### config.mk
export PLATFORM = sky130hd
export DESIGN_NAME = down_timer
export DESIGN_NICKNAME = d
export VERILOG_FILES = /design/src/rtl/down_timer_pkg.sv /design/src/rtl/down_timer_dec.sv /design/src/rtl/down_timer.sv
export SDC_FILE = /design/constraint.sdc
export NUM_CORES = 1
export LEC_CHECK = 0
export ABC_CLOCK_PERIOD_IN_PS = 2950
export CORE_UTILIZATION = 43
export CTS_CLUSTER_SIZE = 30
export DETAILED_ROUTE_END_ITERATION = 6
export GPL_ROUTABILITY_DRIVEN = 0
export PLACE_DENSITY = 0.76
export SLEW_MARGIN = 10
export SYNTH_ARGS = -nofsm -noshare
export SYNTH_HDL_FRONTEND = slang
export SYNTH_SLANG_ARGS = --single-unit
### constraint.sdc
create_clock -name clk -period 2.95 [get_ports clk]
set_clock_uncertainty 0.05 [all_clocks]
set_input_delay 0.7375 -clock clk [delete_from_list [all_inputs] [get_ports clk]]
set_output_delay 0.7375 -clock clk [all_outputs]
set_load 0.005 [all_outputs]
### src/rtl/down_timer_pkg.sv
// rtl/down_timer_pkg.sv - shared state type and default width for the down timer
package down_timer_pkg;

    localparam int DT_WIDTH_DEFAULT = 8;

    typedef enum logic {
        IDLE = 1'b0,
        RUN  = 1'b1
    } state_t;

endpackage

### src/rtl/down_timer_dec.sv
// rtl/down_timer_dec.sv - combinational WIDTH-bit decrementer built as a borrow chain
module down_timer_dec #(
    parameter int WIDTH = 8
) (
    input  logic [WIDTH-1:0] i_a,
    output logic [WIDTH-1:0] o_y
);

    logic [WIDTH-1:0] w_borrow;

    assign w_borrow[0] = 1'b1;

    // A bit flips while a borrow is still rippling in; the borrow dies at the first 1.
    for (genvar i = 0; i < WIDTH; i++) begin : g_bit
        assign o_y[i] = i_a[i] ^ w_borrow[i];
        if (i < WIDTH - 1) begin : g_chain
            assign w_borrow[i+1] = w_borrow[i] & ~i_a[i];
        end
    end

endmodule

### src/rtl/down_timer.sv
// rtl/down_timer.sv - loadable start/stop down counter with expiry pulse; optional reload via DOWN_TIMER_RELOAD_EN
module down_timer
    import down_timer_pkg::*;
#(
    parameter int WIDTH = DT_WIDTH_DEFAULT
) (
    input  logic             clk,
    input  logic             rb,
    input  logic             load,
    input  logic [WIDTH-1:0] load_val,
    input  logic             start,
    input  logic             stop,
    output logic [WIDTH-1:0] count,
    output logic             busy,
    output logic             done
);

    state_t           r_state;
    state_t           w_state_nxt;
    logic [WIDTH-1:0] r_count;
    logic [WIDTH-1:0] w_count_nxt;
    logic [WIDTH-1:0] w_count_dec;
    logic             r_done;
    logic             w_done_nxt;
    logic             w_count_zero;
    logic             w_count_one;
`ifdef DOWN_TIMER_RELOAD_EN
    logic [WIDTH-1:0] r_reload;
`endif

    down_timer_dec #(
        .WIDTH (WIDTH)
    ) u_dec (
        .i_a (r_count),
        .o_y (w_count_dec)
    );

    assign w_count_zero = (r_count == '0);
    assign w_count_one  = (r_count == WIDTH'(1));

    always_comb begin
        w_state_nxt = r_state;
        w_count_nxt = r_count;
        w_done_nxt  = 1'b0;
        if (load) begin
            w_count_nxt = load_val;
            w_state_nxt = IDLE;
        end else if (stop) begin
            w_state_nxt = IDLE;
        end else begin
            case (r_state)
                IDLE: begin
                    if (start) begin
                        if (w_count_zero) begin
                            w_done_nxt = 1'b1;
                        end else begin
                            w_state_nxt = RUN;
                        end
                    end
                end
                RUN: begin
                    // RUN is never entered with zero; the guard only keeps count from wrapping.
                    if (w_count_zero) begin
                        w_state_nxt = IDLE;
                    end else if (w_count_one) begin
                        w_done_nxt = 1'b1;
`ifdef DOWN_TIMER_RELOAD_EN
                        if (r_reload != '0) begin
                            w_count_nxt = r_reload;
                        end else begin
                            w_count_nxt = '0;
                            w_state_nxt = IDLE;
                        end
`else
                        w_count_nxt = '0;
                        w_state_nxt = IDLE;
`endif
                    end else begin
                        w_count_nxt = w_count_dec;
                    end
                end
                default: w_state_nxt = IDLE;
            endcase
        end
    end

    always_ff @(posedge clk or negedge rb) begin
        if (!rb) begin
            r_state <= IDLE;
            r_count <= '0;
            r_done  <= 1'b0;
        end else begin
            r_state <= w_state_nxt;
            r_count <= w_count_nxt;
            r_done  <= w_done_nxt;
        end
    end

`ifdef DOWN_TIMER_RELOAD_EN
    always_ff @(posedge clk or negedge rb) begin
        if (!rb) begin
            r_reload <= '0;
        end else if (load) begin
            r_reload <= load_val;
        end
    end
`endif

    assign count = r_count;
    assign busy  = (r_state == RUN);
    assign done  = r_done;

endmodule
==> results of run 1 <==
area by class of cell:
type	count	area [sq um]
Timing Repair Buffer	23	228
Multi-Input combinational cell	51	393
Fill cell	122	430
Tap cell	15	18.8
Sequential cell	10	250
Clock buffer	4	36.3
Inverter	7	26.3
state kept, by name, summed over array words and instances (netlist names):
register,count
done,1
count,8
busy,1
report_power, final:
| group | internal (uW) | switching [uW] |
|---|---|---|
| Sequential | 149 | 14.7 |
| Clock | 74.9 | 49.6 |
| Combinational | 65.5 | 49.7 |
| Total | 290 | 114 |
synth_stat cells:
| cell | n |
|---|---|
| nand2_1 | 12 |
| dfrtp_1 | 10 |
| ha_1 | 7 |
| inv_1 | 7 |
| o221ai_1 | 5 |
| nand2b_1 | 3 |
| nor2_1 | 3 |
| a21oi_1 | 2 |
| clkbuf_1 | 2 |
| nor2b_1 | 2 |
| nor4b_1 | 2 |
| or3_4 | 2 |
| a2bb2oi_1 | 1 |
| a31o_2 | 1 |
| and3_1 | 1 |
| mux2_2 | 1 |
| nand4_1 | 1 |
| nor3b_2 | 1 |
| nor4_1 | 1 |
| o211ai_1 | 1 |
| o21ai_0 | 1 |
| o221ai_2 | 1 |
| o22ai_1 | 1 |
| o311ai_1 | 1 |
| o31ai_4 | 1 |
cell families after synthesis:
logic type	share of synthesized area, %
AND/OR/NAND/NOR	23.5
AO/OA/AOI/OAI	20.0
flip-flops	37.0
buffers and inverters	4.99
adder cells (fa/ha/maj)	12.9
multiplexers	1.66
through the flow:
stage	std cells	setup WS [ns]	hold WS (ns)	power, uW
2_1_floorplan	70	0.635	0.392	225
3_3_place_gp	106	0.497	0.525	282
3_5_place_dp	106	0.503	0.535	283
4_1_cts	110	0.477	0.554	410
5_1_grt	110	0.406	0.625	431
6_report	110	0.493	0.546	404
critical path, cell delays in order, from the launching register on:
cell     delay [ns]
dfrtp_1        0.37
inv_1          0.08
ha_1           0.27
ha_1           0.22
ha_1           0.19
ha_1           0.18
ha_1           0.18
ha_1           0.19
nor2b_1        0.13
mux2_2         0.25
a31o_2         0.24
metal layers:
metal / vias to the layer above / track usage, % / part of all wire [%]
met5: - / 0 / 0
met4: 0 / 7.74 / 0
met3: 0 / 2.61 / 4.8
met2: 19 / 32.8 / 49
met1: 300 / 21.0 / 46
li1: 303 / - / -
how the worst max path moves through the flow:
stage,end,startpoint,cells after the start
after CTS,count[7],count[0],10
final,count[7],count[0],10
after floorplan,count[7],count[0],10
after global placement,count[7],count[0],10
after detailed placement,count[7],count[0],10
after global routing,count[7],count[0],10
==> metrics.md, run 1 <==
| Metric | Value |
|---|---|
| Pins Over Slew Limit | `0` |
| WL/cell | `13.1 microns` |
| # IOs | `23` |
| Post-Synthesis Cells | `70` |
| Post-Syn Area | `677 sq um` |
| CTS Buffer Depth | `2` |
| Vias in the first global route | `569` |
| FF-to-FF path depth | `10` |
| Starting Density | `49.0%` |
| Synth top area cells | `dfrtp_1 37%, ha_1 13%, nand2_1 6.7%, o221ai_1 6.5%, inv_1 3.9%` |
| Antenna Nets Post-Route | `0` |
| Worst hold start | `count[1]` |
| Area after DPL | `916 sq um` |
| Critical Path Fanout Max | `6` |
| Drt initial violations | `6` |
| Post-CTS sizing | `0` |
| Post-route minimum period | `2.46 ns` |
| RSZ-0062 raised after global routing | `false` |
| Yosys warns | `0` |
| First-pass GRT wire length | `2420 microns` |
| CP Capture Type | `flip-flop` |
| Reg clk slew, reported paths | `0.07 ns` |
| R2r endpoint | `count[7]` |
| Via density | `5.65` |
| Maximum VDD drop | `0.288 mV` |
| Total GRT Usage | `18.1%` |
| Die area | `0.00174 sq mm` |
| Arrival time at the worst endpoint | `2.56 ns` |
| Largest net degree at the start of global routing | `13` |
| Chip Width | `41.7 microns` |
| Area delta synth->final | `40.7%` |
| Final Setup Violations | `0` |
| Cts hold-fix bufs | `0` |
| Fin Setup TNS | `0 ns` |
| IO buf count | `22` |
| DIE HEIGHT | `41.7 microns` |
| Synth unique cells | `25` |
| Worst R2R Setup Slack | `0.49 ns` |
| Slew of the pin with the lowest slew margin | `0.502 ns` |
| Startpoint types | `flip-flop` |
| Number of antenna violations at the first check in global routing | `0` |
| Clk_lat worst skew | `0.26 ns` |
| Final period utilization | `83.3%` |
| Post-Syn Nets | `90` |
| Commonest non-fill, non-tap cell in the layout | `clkdlybuf4s50_1` |
| CTS tree | `built` |
| Post-CTS setup buffers | `0` |
| Sequential area share after synthesis | `37.0%` |
| DRC violations left | `0` |
| Fin util | `68.9%` |
| Reg-to-Reg Start | `count[0]` |
| Critical Path RT | `3.05 ns` |
| Max Cap Viol | `0` |
| Diodes inserted | `0` |
| Post-synth top area share | `37.0%` |
| Rel. slew slack | `66.4%` |
| Mean Syn Cell Area | `9.67 sq um` |
| Design area | `952 sq um` |
| Pwr per Cell Area | `424 mW/mm^2` |
| Synthesis-stage register bit count | `10` |
| F_max | `407 MHz` |
| Hold Path Depth | `2` |
| Root Buffer | `clkbuf_4` |
| Final Hold Vio Count | `0` |
| Share of cells above drive strength 1 | `12.6%` |
| Nets | `116` |
| Htree depth | `1` |
| Most frequent cells in the layout | `22 x clkdlybuf4s50_1, 12 x nand2_1, 10 x dfrtp_1, 7 x inv_1, 7 x ha_1` |
| Hold EP | `count[1]` |
| # rows | `13` |
| Final wirelength | `1450 microns` |
| Static leakage | `0.000418 uW` |
| Core box area | `0.00138 sq mm` |
| Grt total ovfl | `0` |
| Status | `complete, no violations` |
| Post-detail-place hpwl | `1120 microns` |
| Detailed-route via count | `622` |
| Critical path class | `flip-flop to flip-flop` |
| CTS buffer count | `3` |
| Drt pass-1 iters | `4` |
| Worst min path class | `flip-flop to flip-flop` |
| CTS sink count | `10` |
| Largest area contributor in the netlist | `dfrtp_1` |
Power figures use the tool's default switching activity.
==> run 2, diff against run 1 <==
Settings changed: ABC_CLOCK_PERIOD_IN_PS 2950 to 2600.
Clock period 2.95 ns to 2.6 ns, I/O delays scaled along.
==> run 2 against run 1 <==
Compared with the run above: sequential share of layout area up 0.17 points; combinational power up 19%; register-to-register slack worse by 0.36 ns; largest cell class unchanged; via count up 0.80%; critical endpoint unchanged; wire length up 9.5%; core utilization down 0.45 points; worst hold slack better by 0.0026 ns.
==> metrics.md, run 2 (synthesis results as in run 1) <==
| Metric | Value |
|---|---|
| Status | `complete, no violations` |
| Core box area | `0.00138 sq mm (unchanged)` |
| Largest register FFs | `8 (unchanged)` |
| Arrival time at the worst endpoint | `2.56 ns (about the same)` |
| Most frequent cells in the layout | `22 x clkdlybuf4s50_1, 12 x nand2_1, 10 x dfrtp_1, 7 x inv_1, 7 x ha_1` |
| F_max | `406 MHz (-0.29%)` |
| Crit-path cells | `inv_1, ha_1, ha_1, ha_1, ha_1, ha_1, ha_1, nor2b_1, mux2_2, a31o_2` |
| Via density | `5.70 (+0.80%)` |
| Final Setup Violations | `0 (unchanged)` |
| Htree depth | `1 (unchanged)` |
| Final period utilization | `94.8% (+11 points)` |
| Drt initial violations | `11 (+5)` |
| Reg area | `250 sq um (unchanged)` |
| Drt pass-1 iters | `4 (unchanged)` |
| Pins Over Slew Limit | `0 (unchanged)` |
| Critical Path Fanout Max | `6 (unchanged)` |
| Commonest non-fill, non-tap cell in the layout | `clkdlybuf4s50_1` |
| Share of cells above drive strength 1 | `12.6% (unchanged)` |
| Static leakage | `0.000415 uW (-0.58%)` |
| Slowest-stage cell, CP | `dfrtp_1` |
| CTS buffer count | `3 (unchanged)` |
| Nets | `117 (+0.86%)` |
| Rel. slew slack | `68.0% (+1.6 points)` |
| Max Cap Viol | `0 (unchanged)` |
| Chip Width | `41.7 microns (unchanged)` |
| Number of antenna violations at the first check in global routing | `0 (unchanged)` |
| Cts hold-fix bufs | `0 (unchanged)` |
| Post-detail-place hpwl | `1160 microns (+4.0%)` |
| WL/cell | `14.4 microns (+9.5%)` |
| Reg clk slew, reported paths | `0.06 ns (about the same)` |
| Non-filler instance count after layout | `110 (unchanged)` |
| Post-route minimum period | `2.46 ns (+0.00703 ns)` |
| Final Hold Vio Count | `0 (unchanged)` |
| Slew of the pin with the lowest slew margin | `0.479 ns (-0.0231 ns)` |
| RSZ-0062 raised after global routing | `false` |
| Antenna Nets Post-Route | `0 (unchanged)` |
| CP Capture Type | `flip-flop` |
| CTS Buffer Depth | `2 (unchanged)` |
| # IOs | `23 (unchanged)` |
| Root Buffer | `clkbuf_4` |
| Largest stage delay, worst path | `0.36 ns (about the same)` |
| Critical path class | `flip-flop to flip-flop` |
| Diodes inserted | `0 (unchanged)` |
| Worst min path class | `flip-flop to flip-flop` |
| Detailed-route via count | `627 (+0.80%)` |
| # rows | `13 (unchanged)` |
| IO buf count | `22 (unchanged)` |
| Startpoint types | `flip-flop` |
| Starting Density | `49.0% (unchanged)` |
| Die area | `0.00174 sq mm (unchanged)` |
| Post-CTS sizing | `0 (unchanged)` |
| Number of fill cells | `110 (-9.8%)` |
| Placed cells | `107 (+0.94%)` |
| Clk_lat worst skew | `0.26 ns (about the same)` |
| DIE HEIGHT | `41.7 microns (unchanged)` |
| First-pass GRT wire length | `2560 microns (+5.7%)` |
| Grt total ovfl | `0 (unchanged)` |
| DRC violations left | `0 (unchanged)` |
| Vias in the first global route | `601 (+5.6%)` |
| Largest net degree at the start of global routing | `11 (-2)` |
| Maximum VDD drop | `0.292 mV (+1.1%)` |
| Final wirelength | `1580 microns (+9.5%)` |
| Multi-input gate area | `393 sq um (unchanged)` |
| Total GRT Usage | `19.4% (+1.2 points)` |
| Pwr per Cell Area | `452 mW/mm^2 (+6.5%)` |
| Area delta synth->final | `39.7%` |
| Critical Path RT | `2.70 ns (-0.35 ns)` |
| CTS sink count | `10 (unchanged)` |
| CP dominant cell by count | `ha_1` |
| Fin Setup TNS | `0 ns (unchanged)` |
| Post-CTS setup buffers | `0 (unchanged)` |
| CTS tree | `built` |
-- run 2: cell type report --
cell class              count  area share [%]
flip-flops and latches     10            26.5
repair buffers             24            24.9
multi-input cells          51            41.5
well taps                  15            1.98
inverters                   7            2.78
clock buffers               3            2.38
-- run 2: path summary, 6_finish.rpt --
kind                            slack (ns)  cells after the start        to      from
worst max-delay path                  0.14                     10  count[7]  count[0]
worst min-delay path                  0.55                      2  count[1]  count[1]
worst max register to register        0.14                     10  count[7]  count[0]
worst min register to register        0.55                      2  count[1]  count[1]
max in group asynchronous             1.51                      1  count[5]        rb
min in group asynchronous             0.66                      1  count[1]        rb
-- run 2: worst max-delay path: cells and delay by family (launching register included) --
kind                       cells  cell delay (ns)
muxes                          1             0.26
buffers and inverters          1             0.08
adders and majority gates      6             1.21
AOI/OAI and AO/OA              1             0.23
DFF                            1             0.36
and+or+nand+nor                1             0.15
-- run 2: routing by layer --
metal  routed length (microns)  global-route usage, %  up-vias
met2                       805                   32.8       25
met1                       674                   22.5      293
li1                          -                      -      309
met3                       101                   6.96        0
met4                         0                   6.45        0
met5                         0                      0        -
-- run 2: per-stage QoR --
step	instance area (sq um)	utilization (%)	total power [uW]	setup slack [ns]	hold slack [ns]
2_1_floorplan	677	-	255	0.285	0.304
3_3_place_gp	923	66.8	324	0.232	0.523
3_5_place_dp	923	66.8	326	0.180	0.536
4_1_cts	946	68.4	433	0.138	0.555
5_1_grt	946	68.4	458	0.0304	0.635
6_report	946	68.4	427	0.136	0.548
-- run 2: power by group --
part           switching [uW]  internal [uW]
logic                    60.0           77.1
clock network            50.0           53.4
registers                17.1            170
total                     127            300
